### src/rtl/fir_pkg.sv
// Shared definitions for the FIR output stage: sample format, alert states
// and the saturating magnitude helper.
package fir_pkg;

    localparam int DATA_WIDTH = 16;
    localparam int Q_FORMAT   = 8;
    localparam int SCALE      = 1 << Q_FORMAT;

    typedef enum logic {
        NORMAL = 1'b0,
        ALERT  = 1'b1
    } alert_state_t;

    // Two's-complement negation of the most-negative value overflows, so clamp it.
    function automatic logic [DATA_WIDTH-1:0] satAbs(input logic signed [DATA_WIDTH-1:0] value);
        logic [DATA_WIDTH-1:0] result;
        if (!value[DATA_WIDTH-1]) begin
            result = value;
        end else if (value == {1'b1, {(DATA_WIDTH-1){1'b0}}}) begin
            result = {1'b0, {(DATA_WIDTH-1){1'b1}}};
        end else begin
            result = -value;
        end
        return result;
    endfunction

endpackage

### src/rtl/fir_alert_fsm.sv
// Hysteresis alert: ALERT_RUN consecutive over samples enter ALERT,
// ALERT_RUN consecutive under samples leave it.
module fir_alert_fsm
    import fir_pkg::*;
#(
    parameter int ALERT_RUN = 3
) (
    input  logic clk,
    input  logic rstN,
    input  logic clr,
    input  logic sampleAccepted,
    input  logic over,
    output logic alert
);

    localparam int RUN_W = $clog2(ALERT_RUN + 1);

    alert_state_t state;
    logic [RUN_W-1:0] run;
    logic [RUN_W-1:0] run_inc;
    logic qualifying;

    assign run_inc = run + RUN_W'(1);
    // A sample "qualifies" when it pushes toward leaving the current state.
    assign qualifying = (state == NORMAL) ? over : !over;
    assign alert = (state == ALERT);

    always_ff @(posedge clk or negedge rstN) begin
        if (!rstN) begin
            state <= NORMAL;
            run   <= '0;
        end else if (clr) begin
            state <= NORMAL;
            run   <= '0;
        end else if (sampleAccepted) begin
            if (!qualifying) begin
                run <= '0;
            end else if (run_inc == RUN_W'(ALERT_RUN)) begin
                state <= (state == NORMAL) ? ALERT : NORMAL;
                run   <= '0;
            end else begin
                run <= run_inc;
            end
        end
    end

endmodule

### src/rtl/fir_result_buffer.sv
// Circular FIFO capturing FIR results for the host, with drop accounting
// and an over-threshold alert on every accepted sample.
module fir_result_buffer
    import fir_pkg::*;
#(
    parameter int DATA_WIDTH = fir_pkg::DATA_WIDTH,
    parameter int DEPTH      = 8,
    parameter int ALERT_RUN  = 3,
    parameter int DROP_W     = 8
) (
    input  logic                         clk,
    input  logic                         rstN,
    input  logic                         clrBuf,
    input  logic [DATA_WIDTH-1:0]        macResult,
    input  logic                         resultIsValid,
    input  logic [DATA_WIDTH-1:0]        threshold,
    output logic [DATA_WIDTH-1:0]        outData,
    output logic                         outValid,
    input  logic                         outReady,
    output logic [$clog2(DEPTH+1)-1:0]   count,
    output logic                         full,
    output logic                         empty,
    output logic                         overflow,
    output logic [DROP_W-1:0]            dropCount,
    output logic                         alert
);

    localparam int PTR_W = $clog2(DEPTH);
    localparam int CNT_W = $clog2(DEPTH + 1);

    logic [DATA_WIDTH-1:0] mem [DEPTH];
    logic [PTR_W-1:0]      wr_ptr;
    logic [PTR_W-1:0]      rd_ptr;
    logic                  pop;
    logic                  push_ok;
    logic                  drop;
    logic [DATA_WIDTH-1:0] magnitude;
    logic                  over;

    assign full     = (count == CNT_W'(DEPTH));
    assign empty    = (count == '0);
    assign outValid = !empty;
    // Gated so a drained or freshly reset FIFO shows zero, not stale storage.
    assign outData  = outValid ? mem[rd_ptr] : '0;

    assign pop     = outValid && outReady;
    assign push_ok = resultIsValid && (!full || pop);
    assign drop    = resultIsValid && full && !pop;

    assign magnitude = satAbs(macResult);
    assign over      = magnitude > threshold;

    always_ff @(posedge clk) begin
        if (push_ok && !clrBuf) begin
            mem[wr_ptr] <= macResult;
        end
    end

    always_ff @(posedge clk or negedge rstN) begin
        if (!rstN) begin
            wr_ptr    <= '0;
            rd_ptr    <= '0;
            count     <= '0;
            overflow  <= 1'b0;
            dropCount <= '0;
        end else if (clrBuf) begin
            wr_ptr    <= '0;
            rd_ptr    <= '0;
            count     <= '0;
            overflow  <= 1'b0;
            dropCount <= '0;
        end else begin
            if (push_ok) begin
                wr_ptr <= wr_ptr + PTR_W'(1);
            end
            if (pop) begin
                rd_ptr <= rd_ptr + PTR_W'(1);
            end
            if (push_ok && !pop) begin
                count <= count + CNT_W'(1);
            end else if (!push_ok && pop) begin
                count <= count - CNT_W'(1);
            end
            if (drop) begin
                overflow <= 1'b1;
                if (dropCount != '1) begin
                    dropCount <= dropCount + DROP_W'(1);
                end
            end
        end
    end

    fir_alert_fsm #(
        .ALERT_RUN(ALERT_RUN)
    ) u_alert_fsm (
        .clk           (clk),
        .rstN          (rstN),
        .clr           (clrBuf),
        .sampleAccepted(push_ok && !clrBuf),
        .over          (over),
        .alert         (alert)
    );

endmodule

### config.mk
export PLATFORM = sky130hd
export DESIGN_NAME = fir_result_buffer
export DESIGN_NICKNAME = d
export VERILOG_FILES = /design/src/rtl/fir_pkg.sv /design/src/rtl/fir_alert_fsm.sv /design/src/rtl/fir_result_buffer.sv
export SDC_FILE = /design/constraint.sdc
export NUM_CORES = 1
export LEC_CHECK = 0
export BUFFER_PORTS_ARGS = -buffer_cell sky130_fd_sc_hd__buf_4
export CAP_MARGIN = 30
export CORE_MARGIN = 2
export CORE_UTILIZATION = 45
export CTS_CLUSTER_SIZE = 10
export DETAILED_ROUTE_END_ITERATION = 12
export SYNTH_ARGS = -nofsm -noshare
export SYNTH_HDL_FRONTEND = slang
export SYNTH_SLANG_ARGS = --single-unit
### constraint.sdc
create_clock -name clk -period 4.1 [get_ports clk]
set_input_delay 0.41 -clock clk [delete_from_list [all_inputs] [get_ports clk]]
set_output_delay 0.41 -clock clk [all_outputs]
set_load 0.05 [all_outputs]
==> results.txt <==
----------------------------------------------------
[Finish]
  Layout area overhead ... 20.8%
  Fin nets ... 598
  Filler instances ... 1251
  Share of layout cells above drive strength 1 ... 0.285
  Number of antenna repair diodes ... 0
  Finished layout cell area ... 8360 um2

[Routing]
  Router iterations before antenna repair ... 4
  Post-detailed-route via-to-cell ratio ... 5.58
  Post-Route WL ... 14.4 mm
  Routed vias ... 4126
  WL/cell ... 19.5 um
  Total DRC errors in the routed layout ... 0
  Final ANT Viol Nets ... 0
  Number of DRC markers after the initial detailed-route iteration ... 352

[CTS]
  Library cell used as clock root buffer ... sky130_fd_sc_hd__clkbuf_16
  Clock latency on the worst-skew pair ... 0.42 ns
  Number of buffers created by CTS ... 17
  # resized after CTS ... 0
  Post-CTS clock slew at the launch and capture registers of the worst setup and hold paths ... 0.06 ns
  Max clock buf depth ... 2
  H-tree lvl count ... 4
  Sinks on Clock Net ... 150
  Clock tree from TritonCTS ... built

[Synth]
  Count of state elements after synthesis ... 150
  Mean area per synthesized cell ... 15.2 um2
  Net count of the mapped netlist ... 516
  Dominant register cell in the synthesized netlist ... sky130_fd_sc_hd__edfxtp_1
  Number of standard cells after synthesis ... 456
  Count of flip-flops with a built-in enable after synthesis ... 128
  Mapped Area ... 6920 um2
  Number of warnings reported in the yosys synthesis log ... 0
  Ys async rst share ... 0.147
  Count of cell types in the netlist ... 50
  Post-synth top area share ... 0.556
  Top area cells in the synthesized netlist ... sky130_fd_sc_hd__edfxtp_1, sky130_fd_sc_hd__mux4_2, sky130_fd_sc_hd__dfrtp_1
  Most area-hungry cell type in the Yosys netlist ... sky130_fd_sc_hd__edfxtp_1
  Fraction of the yosys area taken by sequential cells ... 0.635

[Power]
  Leakage component of the power ... 3.04 nW
  Relative contribution of combinational cells to total power ... 0.294
  Part of the power in registers ... 0.400
  Sw Pwr ... 1.56 mW
  Clock network fraction of total power ... 0.306
  Worst ir drop on vdd ... 0.290 mV
  PD cells ... 553 nW/um2
  Int Pwr ... 3.06 mW
  Sw frac ... 0.337

[Setup path]
  Ordered cell list for the critical path ... buf_4 -> nor3_1 -> nand3_1 -> o41ai_1 -> xor2_1 -> nand2_1 -> ha_1 -> nand4_1 -> nor4_1 -> a21boi_0 -> o31a_1 -> o311ai_0
  Start point of the critical path ... macResult[7]
  Critical path fanouts, max ... 10
  Required @ worst endpoint ... 4.38 ns
  Startpoint of the worst register-to-register path ... count[1]$_DFFE_PN0P_
  Worst path arrival time ... 3.35 ns
  Element type at the critical path start ... input pin
  CP Class ... in2reg
  Reg-to-reg setup timing slack ... 1.16 ns
  Worst-path cell with the longest stage delay ... sky130_fd_sc_hd__a21boi_0
  Largest stage delay on the critical path ... 0.43 ns
  Cell count of the worst reg-to-reg path ... 8
  End of the worst register-to-register path ... count[3]$_DFFE_PN0P_
  Crit end category ... flop

[Die]
  Number of placement rows ... 45
  Count of pins on the block boundary ... 70
  Core Footprint ... 15100 um2
  Initial cell density of the core ... 0.458
  Floorplan die area ... 16400 um2
  Die Span X ... 128 um
  Die Height ... 128 um

[Timing]
  Setup TNS ... 0 ns
  Max Slew Vio Count ... 0
  Worst Tran Pin Value ... 0.882 ns
  Period Utilization, post-route ... 0.751
  Top achievable clock speed ... 0.325 GHz
  Headroom to the max-slew limit ... 0.412
  Clock skew after layout ... 0.00878 ns
  Number of failing hold endpoints at the final stage ... 0
  Setup repair after global routing missed its margin ... no
  Final setup violation count ... 0
  Period minus WS final ... 3.08 ns

[Global route]
  GRT Residual Overflow ... 0
  Number of global-route vias before repair ... 4197
  First-pass GRT wire length ... 22.7 mm
  Maximum number of pins on one net before global-route repair ... 36
  Global-route usage over all layers ... 0.187
  Antenna violations before repair ... 0

[Run status]
  Status ... finished, final reports clean

[Worst hold path]
  Hold_sp ... macResult[6]
  Min-delay worst type ... in2reg
  Hold worst-path end ... mem[5][6]$_DFFE_PP_
  Count of cells along the worst hold path ... 1

[Placed design]
  Detailed placement HPWL ... 9.60 mm
  Port Buf Inserts ... 69
  Area after detailed placement ... 7810 um2
  GP Congestion ... 0.823

[Flow run]
  Count of maximum capacitance violations ... 0

----------------------------------------------------
## state kept, by name, summed over array words and instances (netlist names)
register,flops
mem,128
overflow,1
count,4
u_alert_fsm.alert,1
u_alert_fsm.run,2
rd_ptr,3
dropCount,8
wr_ptr,3
## power groups by stage
stage                     Clock (mW)  Combinational, mW  Sequential (mW)
after floorplan                    0              0.979             1.85
after global placement             0               1.35             1.88
after detailed placement           0               1.37             1.88
after CTS                       1.45               1.38             1.85
after global routing            1.50               1.45             1.87
final                           1.42               1.36             1.85
## kinds of logic (layout without fill, tap and decap cells)
group / count (synthesis) / in the layout / share of synthesized area
AND/OR/NAND/NOR: 123 / 123 / 0.0877
buffers and inverters: 40 / 135 / 0.0226
flip-flops: 150 / 150 / 0.635
adder cells (fa/ha/maj): 23 / 23 / 0.0427
multiplexers: 51 / 51 / 0.132
XOR/XNOR: 21 / 21 / 0.0266
AO/OA/AOI/OAI: 48 / 48 / 0.0535
## through the flow
| step | power (mW) | cells | worst slack [ns] | hold WS [ns] | utilization |
|---|---|---|---|---|---|
| finish | 4.62 | 739 | 1.02 | 0.256 | 0.554 |
| global route | 4.82 | 739 | 0.760 | 0.254 | 0.554 |
| CTS | 4.68 | 739 | 1.06 | 0.244 | 0.554 |
| detailed placement | 3.26 | 706 | 0.620 | 0.324 | 0.517 |
| global placement | 3.23 | 701 | 0.741 | 0.323 | 0.510 |
| floorplan | 2.83 | 456 | 0.391 | 0.114 | - |
## cell type report
class,instances,area [um2],area share
sequential,150,4400,0.526
multi-input combinational,266,2410,0.288
timing repair buffer,83,701,0.0838
clock buffer,19,433,0.0518
tap,188,235,0.0281
clock inverter,13,108,0.0129
inverter,20,75.1,0.00898
## worst max-delay path, delay by kind of cell
kind / cells / cell delay [ns]
AOI/OAI and AO/OA: 4 / 1.13
xor gates and xnor gates: 1 / 0.19
adders and majority gates: 1 / 0.32
buffers and inverters: 1 / 0.15
and+or+nand+nor: 5 / 1.16
## Yosys cell counts, types with 5 or more instances
master                     number
sky130_fd_sc_hd__buf_2          5
sky130_fd_sc_hd__mux2i_1       19
sky130_fd_sc_hd__nor4_1         6
sky130_fd_sc_hd__nand2b_1       5
sky130_fd_sc_hd__inv_1         19
sky130_fd_sc_hd__a21oi_1       11
sky130_fd_sc_hd__dfrtp_1       22
sky130_fd_sc_hd__xor2_1        17
sky130_fd_sc_hd__mux4_2        32
sky130_fd_sc_hd__ha_1          22
sky130_fd_sc_hd__nor2_1        43
sky130_fd_sc_hd__and3_1         5
sky130_fd_sc_hd__o311ai_0       5
sky130_fd_sc_hd__nand4_1        7
sky130_fd_sc_hd__nand3_1        6
sky130_fd_sc_hd__nand2_1       28
sky130_fd_sc_hd__edfxtp_1     128
sky130_fd_sc_hd__o21ai_0       11
sky130_fd_sc_hd__clkbuf_1      12
## layer usage
| metal | global-route usage | share of wire | vias up |
|---|---|---|---|
| met5 | 0 | 0 | - |
| met4 | 0.0537 | 0.0099 | 0 |
| met3 | 0.0463 | 0.047 | 12 |
| met2 | 0.309 | 0.49 | 93 |
| met1 | 0.249 | 0.45 | 2086 |
| li1 | - | - | 1935 |
## worst max-delay path by stage
stage | end | slack [ns]
2_1_floorplan | mem[0][0]$_DFFE_PP_ | 0.39
3_3_place_gp | u_alert_fsm.run[0]$_DFFE_PN0P_ | 0.74
3_5_place_dp | u_alert_fsm.run[0]$_DFFE_PN0P_ | 0.62
4_1_cts | outData[3] | 1.06
5_1_grt | u_alert_fsm.run[0]$_DFFE_PN0P_ | 0.76
6_report | u_alert_fsm.run[0]$_DFFE_PN0P_ | 1.02
## cell usage in the layout, fill, tap and decap left out, drive strengths merged, types with 7 or more instances in the layout
cell    Yosys  routed
o21ai      11      11
ha         22      22
edfxtp    128     128
mux2i      19      19
clkinv      1       7
inv        19      21
dfrtp      22      22
nor2       43      43
xor2       17      17
nand4       7       7
clkbuf     12      19
mux4       32      32
nand2      28      28
a21oi      11      11
buf         8      82
## what timing repair did
| action | CTS | global route |
|---|---|---|
| hold buffers | 1 | 0 |
| buffers inserted | 0 | 0 |
| hold endpoints to repair | 22 | 0 |
(Power assumes the default switching activity.)
